## src/rtl/seg7_scan_driver.sv

```systemverilog
// seg7_scan_driver
//   Time-multiplexed driver for a DIGITS-wide seven-segment display.
//   A prescaler sets how long each digit slot lasts. The digit index steps
//   once per slot. New data is double-buffered: a load lands in shadow
//   registers and is moved into the display registers only at the frame
//   wrap, so a digit never changes part-way through a frame.
//
// Ports
//   clk, rst      rising-edge clock, asynchronous active-high reset
//   load          capture value/dp_in/blank_mask/lzs this cycle
//   value         hex nibble per digit, digit 0 = value[3:0] (rightmost)
//   dp_in         decimal point per digit
//   blank_mask    1 = digit dark
//   lzs           leading-zero suppression enable
//   seg           segments a..g on seg[6..0], registered
//   dp            decimal point, registered
//   an            one-hot digit enable, registered
//   pending       shadow holds data waiting for the frame boundary
//   frame_done    one-cycle pulse after the frame wrap
module seg7_scan_driver #(
    parameter int DIGITS     = 4,
    parameter int PRESCALE   = 50000,
    parameter bit ACTIVE_LOW = 1
) (
    input  logic                clk,
    input  logic                rst,
    input  logic                load,
    input  logic [4*DIGITS-1:0] value,
    input  logic [DIGITS-1:0]   dp_in,
    input  logic [DIGITS-1:0]   blank_mask,
    input  logic                lzs,
    output logic [6:0]          seg,
    output logic                dp,
    output logic [DIGITS-1:0]   an,
    output logic                pending,
    output logic                frame_done
);
    localparam int PW = (PRESCALE > 1) ? $clog2(PRESCALE) : 1;
    localparam int IW = (DIGITS > 1) ? $clog2(DIGITS) : 1;
    localparam logic [PW-1:0] PRESC_LAST = PW'(PRESCALE - 1);
    localparam logic [IW-1:0] IDX_LAST   = IW'(DIGITS - 1);

    logic [PW-1:0]         presc_q, presc_d;
    logic [IW-1:0]         idx_q, idx_d;
    logic                  pending_q, pending_d;
    logic                  frame_done_q;
    logic [4*DIGITS-1:0]   sh_value_q, sh_value_d, dsp_value_q, dsp_value_d;
    logic [DIGITS-1:0]     sh_dp_q, sh_dp_d, dsp_dp_q, dsp_dp_d;
    logic [DIGITS-1:0]     sh_blank_q, sh_blank_d, dsp_blank_q, dsp_blank_d;
    logic                  sh_lzs_q, sh_lzs_d, dsp_lzs_q, dsp_lzs_d;
    logic [6:0]            seg_q, seg_d;
    logic                  dp_q, dp_d;
    logic [DIGITS-1:0]     an_q, an_d;

    logic tick, wrap;

    function automatic logic [6:0] hex7(input logic [3:0] n);
        case (n)
            4'h0:    hex7 = 7'b1111110;
            4'h1:    hex7 = 7'b0110000;
            4'h2:    hex7 = 7'b1101101;
            4'h3:    hex7 = 7'b1111001;
            4'h4:    hex7 = 7'b0110011;
            4'h5:    hex7 = 7'b1011011;
            4'h6:    hex7 = 7'b1011111;
            4'h7:    hex7 = 7'b1110000;
            4'h8:    hex7 = 7'b1111111;
            4'h9:    hex7 = 7'b1111011;
            4'hA:    hex7 = 7'b1110111;
            4'hB:    hex7 = 7'b0011111;
            4'hC:    hex7 = 7'b1001110;
            4'hD:    hex7 = 7'b0111101;
            4'hE:    hex7 = 7'b1001111;
            default: hex7 = 7'b1000111;
        endcase
    endfunction

    assign tick = (presc_q == PRESC_LAST);
    assign wrap = tick && (idx_q == IDX_LAST);

    always_comb begin
        presc_d = tick ? '0 : presc_q + PW'(1);
        if (!tick)
            idx_d = idx_q;
        else if (wrap)
            idx_d = '0;
        else
            idx_d = idx_q + IW'(1);
    end

    // Double buffering. A load on the wrap cycle bypasses the shadow and
    // goes straight to the display, so it is never left pending.
    always_comb begin
        pending_d   = pending_q;
        sh_value_d  = sh_value_q;
        sh_dp_d     = sh_dp_q;
        sh_blank_d  = sh_blank_q;
        sh_lzs_d    = sh_lzs_q;
        dsp_value_d = dsp_value_q;
        dsp_dp_d    = dsp_dp_q;
        dsp_blank_d = dsp_blank_q;
        dsp_lzs_d   = dsp_lzs_q;
        if (wrap) begin
            pending_d = 1'b0;
            if (load) begin
                dsp_value_d = value;
                dsp_dp_d    = dp_in;
                dsp_blank_d = blank_mask;
                dsp_lzs_d   = lzs;
            end else if (pending_q) begin
                dsp_value_d = sh_value_q;
                dsp_dp_d    = sh_dp_q;
                dsp_blank_d = sh_blank_q;
                dsp_lzs_d   = sh_lzs_q;
            end
        end else if (load) begin
            pending_d  = 1'b1;
            sh_value_d = value;
            sh_dp_d    = dp_in;
            sh_blank_d = blank_mask;
            sh_lzs_d   = lzs;
        end
    end

    // Digit select and decode for the current index. all_zero tracks whether
    // every digit from the top down to i is zero; digit 0 is never suppressed.
    always_comb begin
        logic [3:0] nib;
        logic       cur_dp, cur_blank, cur_sup, all_zero;
        nib       = 4'h0;
        cur_dp    = 1'b0;
        cur_blank = 1'b1;
        cur_sup   = 1'b0;
        all_zero  = 1'b1;
        an_d      = '0;
        for (int i = DIGITS - 1; i >= 0; i--) begin
            all_zero = all_zero & (dsp_value_q[4*i +: 4] == 4'h0);
            if (idx_q == IW'(i)) begin
                nib       = dsp_value_q[4*i +: 4];
                cur_dp    = dsp_dp_q[i];
                cur_blank = dsp_blank_q[i];
                cur_sup   = dsp_lzs_q && all_zero && (i != 0);
                an_d[i]   = 1'b1;
            end
        end
        seg_d = (cur_blank || cur_sup) ? 7'b0000000 : hex7(nib);
        dp_d  = cur_blank ? 1'b0 : cur_dp;
    end

    always_ff @(posedge clk or posedge rst) begin
        if (rst) begin
            presc_q      <= '0;
            idx_q        <= '0;
            pending_q    <= 1'b0;
            frame_done_q <= 1'b0;
            sh_value_q   <= '0;
            sh_dp_q      <= '0;
            sh_blank_q   <= '0;
            sh_lzs_q     <= 1'b0;
            dsp_value_q  <= '0;
            dsp_dp_q     <= '0;
            dsp_blank_q  <= '1;
            dsp_lzs_q    <= 1'b0;
            seg_q        <= '0;
            dp_q         <= 1'b0;
            an_q         <= '0;
        end else begin
            presc_q      <= presc_d;
            idx_q        <= idx_d;
            pending_q    <= pending_d;
            frame_done_q <= wrap;
            sh_value_q   <= sh_value_d;
            sh_dp_q      <= sh_dp_d;
            sh_blank_q   <= sh_blank_d;
            sh_lzs_q     <= sh_lzs_d;
            dsp_value_q  <= dsp_value_d;
            dsp_dp_q     <= dsp_dp_d;
            dsp_blank_q  <= dsp_blank_d;
            dsp_lzs_q    <= dsp_lzs_d;
            seg_q        <= seg_d;
            dp_q         <= dp_d;
            an_q         <= an_d;
        end
    end

    assign seg        = ACTIVE_LOW ? ~seg_q : seg_q;
    assign dp         = ACTIVE_LOW ? ~dp_q  : dp_q;
    assign an         = ACTIVE_LOW ? ~an_q  : an_q;
    assign pending    = pending_q;
    assign frame_done = frame_done_q;

endmodule

```

## config.mk

```make
export PLATFORM = sky130hd
export DESIGN_NAME = seg7_scan_driver
export DESIGN_NICKNAME = d
export VERILOG_FILES = /design/src/rtl/seg7_scan_driver.sv
export SDC_FILE = /design/constraint.sdc
export NUM_CORES = 1
export LEC_CHECK = 0
export BUFFER_PORTS_ARGS = -buffer_cell sky130_fd_sc_hd__buf_2
export CORE_UTILIZATION = 40
export CTS_CLUSTER_DIAMETER = 80
export DETAILED_ROUTE_END_ITERATION = 10
export GPL_ROUTABILITY_DRIVEN = 0
export PLACE_DENSITY = 0.66
export SLEW_MARGIN = 10
export SYNTH_ARGS = -nofsm -noshare
export SYNTH_HDL_FRONTEND = slang
export SYNTH_SLANG_ARGS = --single-unit
```

## constraint.sdc

```tcl
create_clock -name clk -period 3 [get_ports clk]
set_clock_uncertainty 0.1 [all_clocks]
set_input_delay 0.3 -clock clk [delete_from_list [all_inputs] [get_ports clk]]
set_output_delay 0.3 -clock clk [all_outputs]
set_load 0.1 [all_outputs]
```

Word-level counts from Yosys, hierarchy flattened
Memories as Yosys holds them, arrays and structs flattened.
Cells that the tools add are included.
{"block": "classes", "n_addsub": 2, "eq_ne": 4, "muxes": 34, "n_bitwise": 6, "n_reduce_logical": 13}
{"cell": "two-way mux 16 bit", "n": 3}
{"cell": "two-way mux 4 bit", "n": 8}
{"cell": "two-way mux 1 bit", "n": 21}
{"cell": "adder 16 x 1 -> 16 bit (second input constant)", "n": 1}
{"cell": "equality test 16 bit (second input constant)", "n": 1}
{"cell": "logical NOT 4 bit", "n": 3}
{"cell": "two-way mux 7 bit", "n": 1}
{"cell": "inverter 7 bit", "n": 1}
{"cell": "equality test 2 bit (second input constant)", "n": 2}
{"cell": "logical AND 1 bit", "n": 4}
{"cell": "inverter 4 bit", "n": 1}
{"cell": "AND reduction 2 bit", "n": 2}
{"cell": "nonzero test 2 bit", "n": 2}
{"cell": "adder 2 x 1 -> 2 bit (second input constant)", "n": 1}
{"cell": "AND 1 bit", "n": 2}
{"cell": "equality test 2 x 1 -> 1 bit (second input constant)", "n": 1}
{"cell": "logical NOT 2 bit", "n": 1}
{"cell": "two-way mux 2 bit", "n": 1}
{"cell": "inverter 1 bit", "n": 2}
{"cell": "logical OR 1 bit", "n": 1}
{"block": "totals", "ff_bits": 82, "romBits": 112, "wordCells": 75, "mem_count": 1}
{"name": "(name not given)", "depth": 16, "width": 7, "rd": 1, "rd_ports_with_merged_regs": 0, "wr": 0, "line_no": "58", "source": "case (n)"}

Depth between registers and ports, before layout
{"block": "logic_depth", "depth_word": 8, "ltp_mapped": 11}

Least setup slack after synthesis
No wires, ideal clock.
{"block": "synth_path", "kind": "reg-to-reg", "startpoint": "register idx_q[0]", "endpoint": "register seg_q[3]", "t_arrival_ns": 2.166, "slack_ns": 0.613, "stages_incl_launch_ff": 12, "path_buffers": 1, "synth_period_minus_slack_ns": 2.387, "path_cell_list": "dfrtp_1 > inv_1 > ha_1 > clkbuf_1 > nand2b_1 > o22ai_1 > a31oi_1 > inv_1 > ha_1 > a21oi_1 > a22oi_1 > nor2_1"}
{"block": "synth_via", "elab_chain_cells": 7, "word_cells_on_any_way": 19, "cone_classes": "eq/ne (3); mux (13); reduce/logical (2); memory (1)"}
{"item": "start, declared", "line_no": "44", "source": "logic [IW-1:0] idx_q, idx_d;"}
{"item": "start signal, assigned", "line_no": "169", "source": "idx_q <= idx_d;"}
{"item": "equality test 2 bit", "line_no": "138", "source": "if (idx_q == IW'(i)) begin"}
{"item": "two-way mux 4 bit / two-way mux 1 bit (equally long branches) (4 in series)", "line_no": "138"}
{"item": "memory read (16 x 7 bit) / logical OR 1 bit (equally long branches)"}
{"item": "two-way mux 7 bit *", "line_no": "146", "source": "seg_d = (cur_blank || cur_sup) ? 7'b0000000 : hex7(nib);"}
{"item": "via seg_d[3]", "line_no": "51", "source": "logic [6:0] seg_q, seg_d;"}
{"item": "end signal, assigned", "line_no": "180", "source": "seg_q <= seg_d;"}
{"item": "end, declared", "line_no": "51"}
The timed path passes the listed nets; every way through them passes the cells marked *.
A chain may end at the register's enable or synchronous reset.

Final worst setup path
{"block": "layout_path", "startpoint": "register idx_q[0]", "endpoint": "register seg_q[1]"}
The elaborated chain is that of the path after synthesis.

==> run metrics <==
PostCTS Resize Cnt=0; CORE AREA=approximately 10000 sq um; gr usage total=0.157; Clock H-tree levels=3; Post-Place Cell Area=roughly 4300 sq um; Clock transition at path regs=~0.08 ns; RSZ-0062 raised after global routing=false; WL met3=287 microns; vias after detailed routing=2684; most common cell in the netlist=dfrtp_1; final wirelength=about 7600 microns; Cells after Synth=360; Hold WC Path Type=in -> async; synth top area cells=dfrtp_1 (49%), mux2_4 (7.5%), mux2i_1 (6.5%), nand2_1 (4.2%), o21ai_0 (4.0%); DRC=0; Die ar.=~10000 sq um; Clock Sinks=82; critical path required time=approximately 3.2 ns; total power divided by cell area=around 450 nW/um^2; post-synthesis sequential area ratio=0.514; first-pass GRT wire length=approximately 12000 microns; critical setup path kind=reg -> reg; max-slew violations=0; CTS max path bufs=2; metal2 WL=roughly 3400 microns; CTS Root Cell=clkbuf_8; number of global-route vias before repair=approximately 2600; DR top layer=met4; Post-CTS Setup Bufs=0; largest area contributor in the netlist=dfrtp_1; status=completed; prevailing post-synth register cell=dfrtp_1; clk_lat worst skew=0.35 ns; Finished Cell Area=4520 sq um; share of the synthesized area in the top cell type=0.488; largest net degree at the start of global routing=66; setup violators final=0; number of fill cells in the layout=~930; # rows=36; share of cells above drive strength 1=0.242; top cells by count, synth=dfrtp_1 (78), nand2_1 (45), o21ai_0 (32); antenna violations before repair=0; Ys Warns=0; relative slew slack=0.272; boundary pin count=42; Congestion Overflow GR=0; CTS tree=yes; maximum capacitance violations=0; ant diodes=0; vias per std cell=between 4 and 5; Fin. Hold Viols=0; detailed placer's ending HPWL=~5400 microns; M1 wire length=approximately 3800 microns; CTS Hold Bufs=0; area growth from synthesis to layout=13.1%; FF+latch count, synth=82; DR WL/cell=approximately 14 microns; Initial DRT Pass Iterations=4; total CTS buffers=9; leak pwr=around 2.1 nW; Worst EP arrival=around 2.9 ns; count of different cell masters after synthesis=between 40 and 50; ys async rst share=1.00; initial core utilization=0.411; Syn Nets=399; worst slew pin tran=1.09 ns; Die H=102 microns; IO buf count=41; Post-Syn Area=4000 sq um; Post-synth EDFFs=0; total negative slack=0 ns; final antenna-violating net count=0; nets@finish=~440; crit end category=flop; Syn Area/Cell=~11 sq um; worst vdd ir=approximately 240 uV; Startpoint Class=flop; worst-path fanout max=11; achievable frequency=approximately 0.37 GHz; Final Critical Period=2.69 ns; Final Cycle Share=0.898; drt initial violations=roughly 200; Die Wd=between 100 and 150 microns
path summary, 6_finish.rpt:
check / from / to / slack [ns] / cells past startpoint
max: idx_q[0]$_DFFE_PP0N_ / seg_q[1]$_DFF_PP0_ / 0.31 / 10
min reg2reg: dsp_blank_q[1]$_DFFE_PP1P_ / dsp_blank_q[1]$_DFFE_PP1P_ / 0.39 / 2
max in group asynchronous: rst / sh_value_q[9]$_DFFE_PP0P_ / 1.99 / 3
min in group clk: blank_mask[0] / sh_blank_q[0]$_DFFE_PP0P_ / 0.09 / 2
min: rst / an_q[3]$_DFF_PP0_ / 0.06 / 2
max reg2reg: idx_q[0]$_DFFE_PP0N_ / seg_q[1]$_DFF_PP0_ / 0.31 / 10
layer usage:
layer / up-vias / track usage
met2: 47 / 0.233
li1: 1340 / -
met4: 0 / 0.0626
met1: 1289 / 0.224
met3: 8 / 0.0356
met5: - / 0
layout by cell type, fill, tap and decap left out, types with 9 or more instances in the layout:
cell	Yosys	layout
dfrtp_1	78	78
mux2_4	20	20
mux2i_1	26	26
buf_2	0	41
a21oi_1	9	9
o21ai_0	32	32
clkbuf_8	0	11
ha_1	11	11
nor2_1	21	21
inv_1	21	20
nand2_1	45	45
xnor2_1	9	9
where the power goes:
group	internal, mW	leakage, nW	total, mW	switching (mW)
clock	0.345	0.0924	0.732	0.387
sequential	1.14	1.02	1.16	0.0185
combinational	0.0826	1.01	0.151	0.0685
total	1.57	2.12	2.04	0.474
logic make-up (layout without fill, tap and decap cells):
family | count (synthesis) | count (layout) | share of synthesized area
DFF | 82 | 82 | 0.514
AOI/OAI and AO/OA | 58 | 58 | 0.0879
and+or+nand+nor | 108 | 108 | 0.135
adders and majority gates | 11 | 11 | 0.0344
xor gates and xnor gates | 13 | 13 | 0.0285
muxes | 51 | 51 | 0.154
buffers and inverters | 37 | 86 | 0.0457
stage by stage:
step / total power [mW] / worst slack, ns / util / hold WS, ns / instances
global route: 2.12 / 0.106 / 0.465 / 0.0686 / 542
CTS: 2.06 / 0.342 / 0.465 / 0.0732 / 542
global placement: 1.33 / 0.552 / 0.446 / 0.372 / 526
floorplan: 1.29 / 0.498 / - / 0.341 / 360
detailed placement: 1.33 / 0.365 / 0.446 / 0.374 / 526
finish: 2.04 / 0.307 / 0.465 / 0.0638 / 542
area by class of cell:
class | instances | area [sq um] | share of cell area
clock buffer | 12 | 155 | 0.0343
clock inverter | 4 | 26.3 | 0.00581
inverter | 21 | 80.1 | 0.0177
multi-input combinational | 241 | 1760 | 0.389
sequential | 82 | 2060 | 0.455
tap | 133 | 166 | 0.0368
timing repair buffer | 49 | 278 | 0.0614
registers in the layout, indices dropped and copies added (netlist names):
register and cells:
dsp_value_q 16, presc_q 16, sh_value_q 16, seg_q 7
an_q 4, dsp_blank_q 4, dsp_dp_q 4, sh_blank_q 4
sh_dp_q 4, idx_q 2, dp_q 1, dsp_lzs_q 1
frame_done 1, pending 1, sh_lzs_q 1
worst max-delay path: stages (launching register included):
cell,delay (ns)
dfrtp_1,0.40
inv_1,0.09
ha_1,0.32
nor2_1,0.39
o211ai_1,0.15
o221ai_1,0.22
inv_1,0.16
ha_1,0.25
o21ai_0,0.26
a21oi_1,0.07
a311oi_1,0.20
Power figures use the tool's default switching activity.
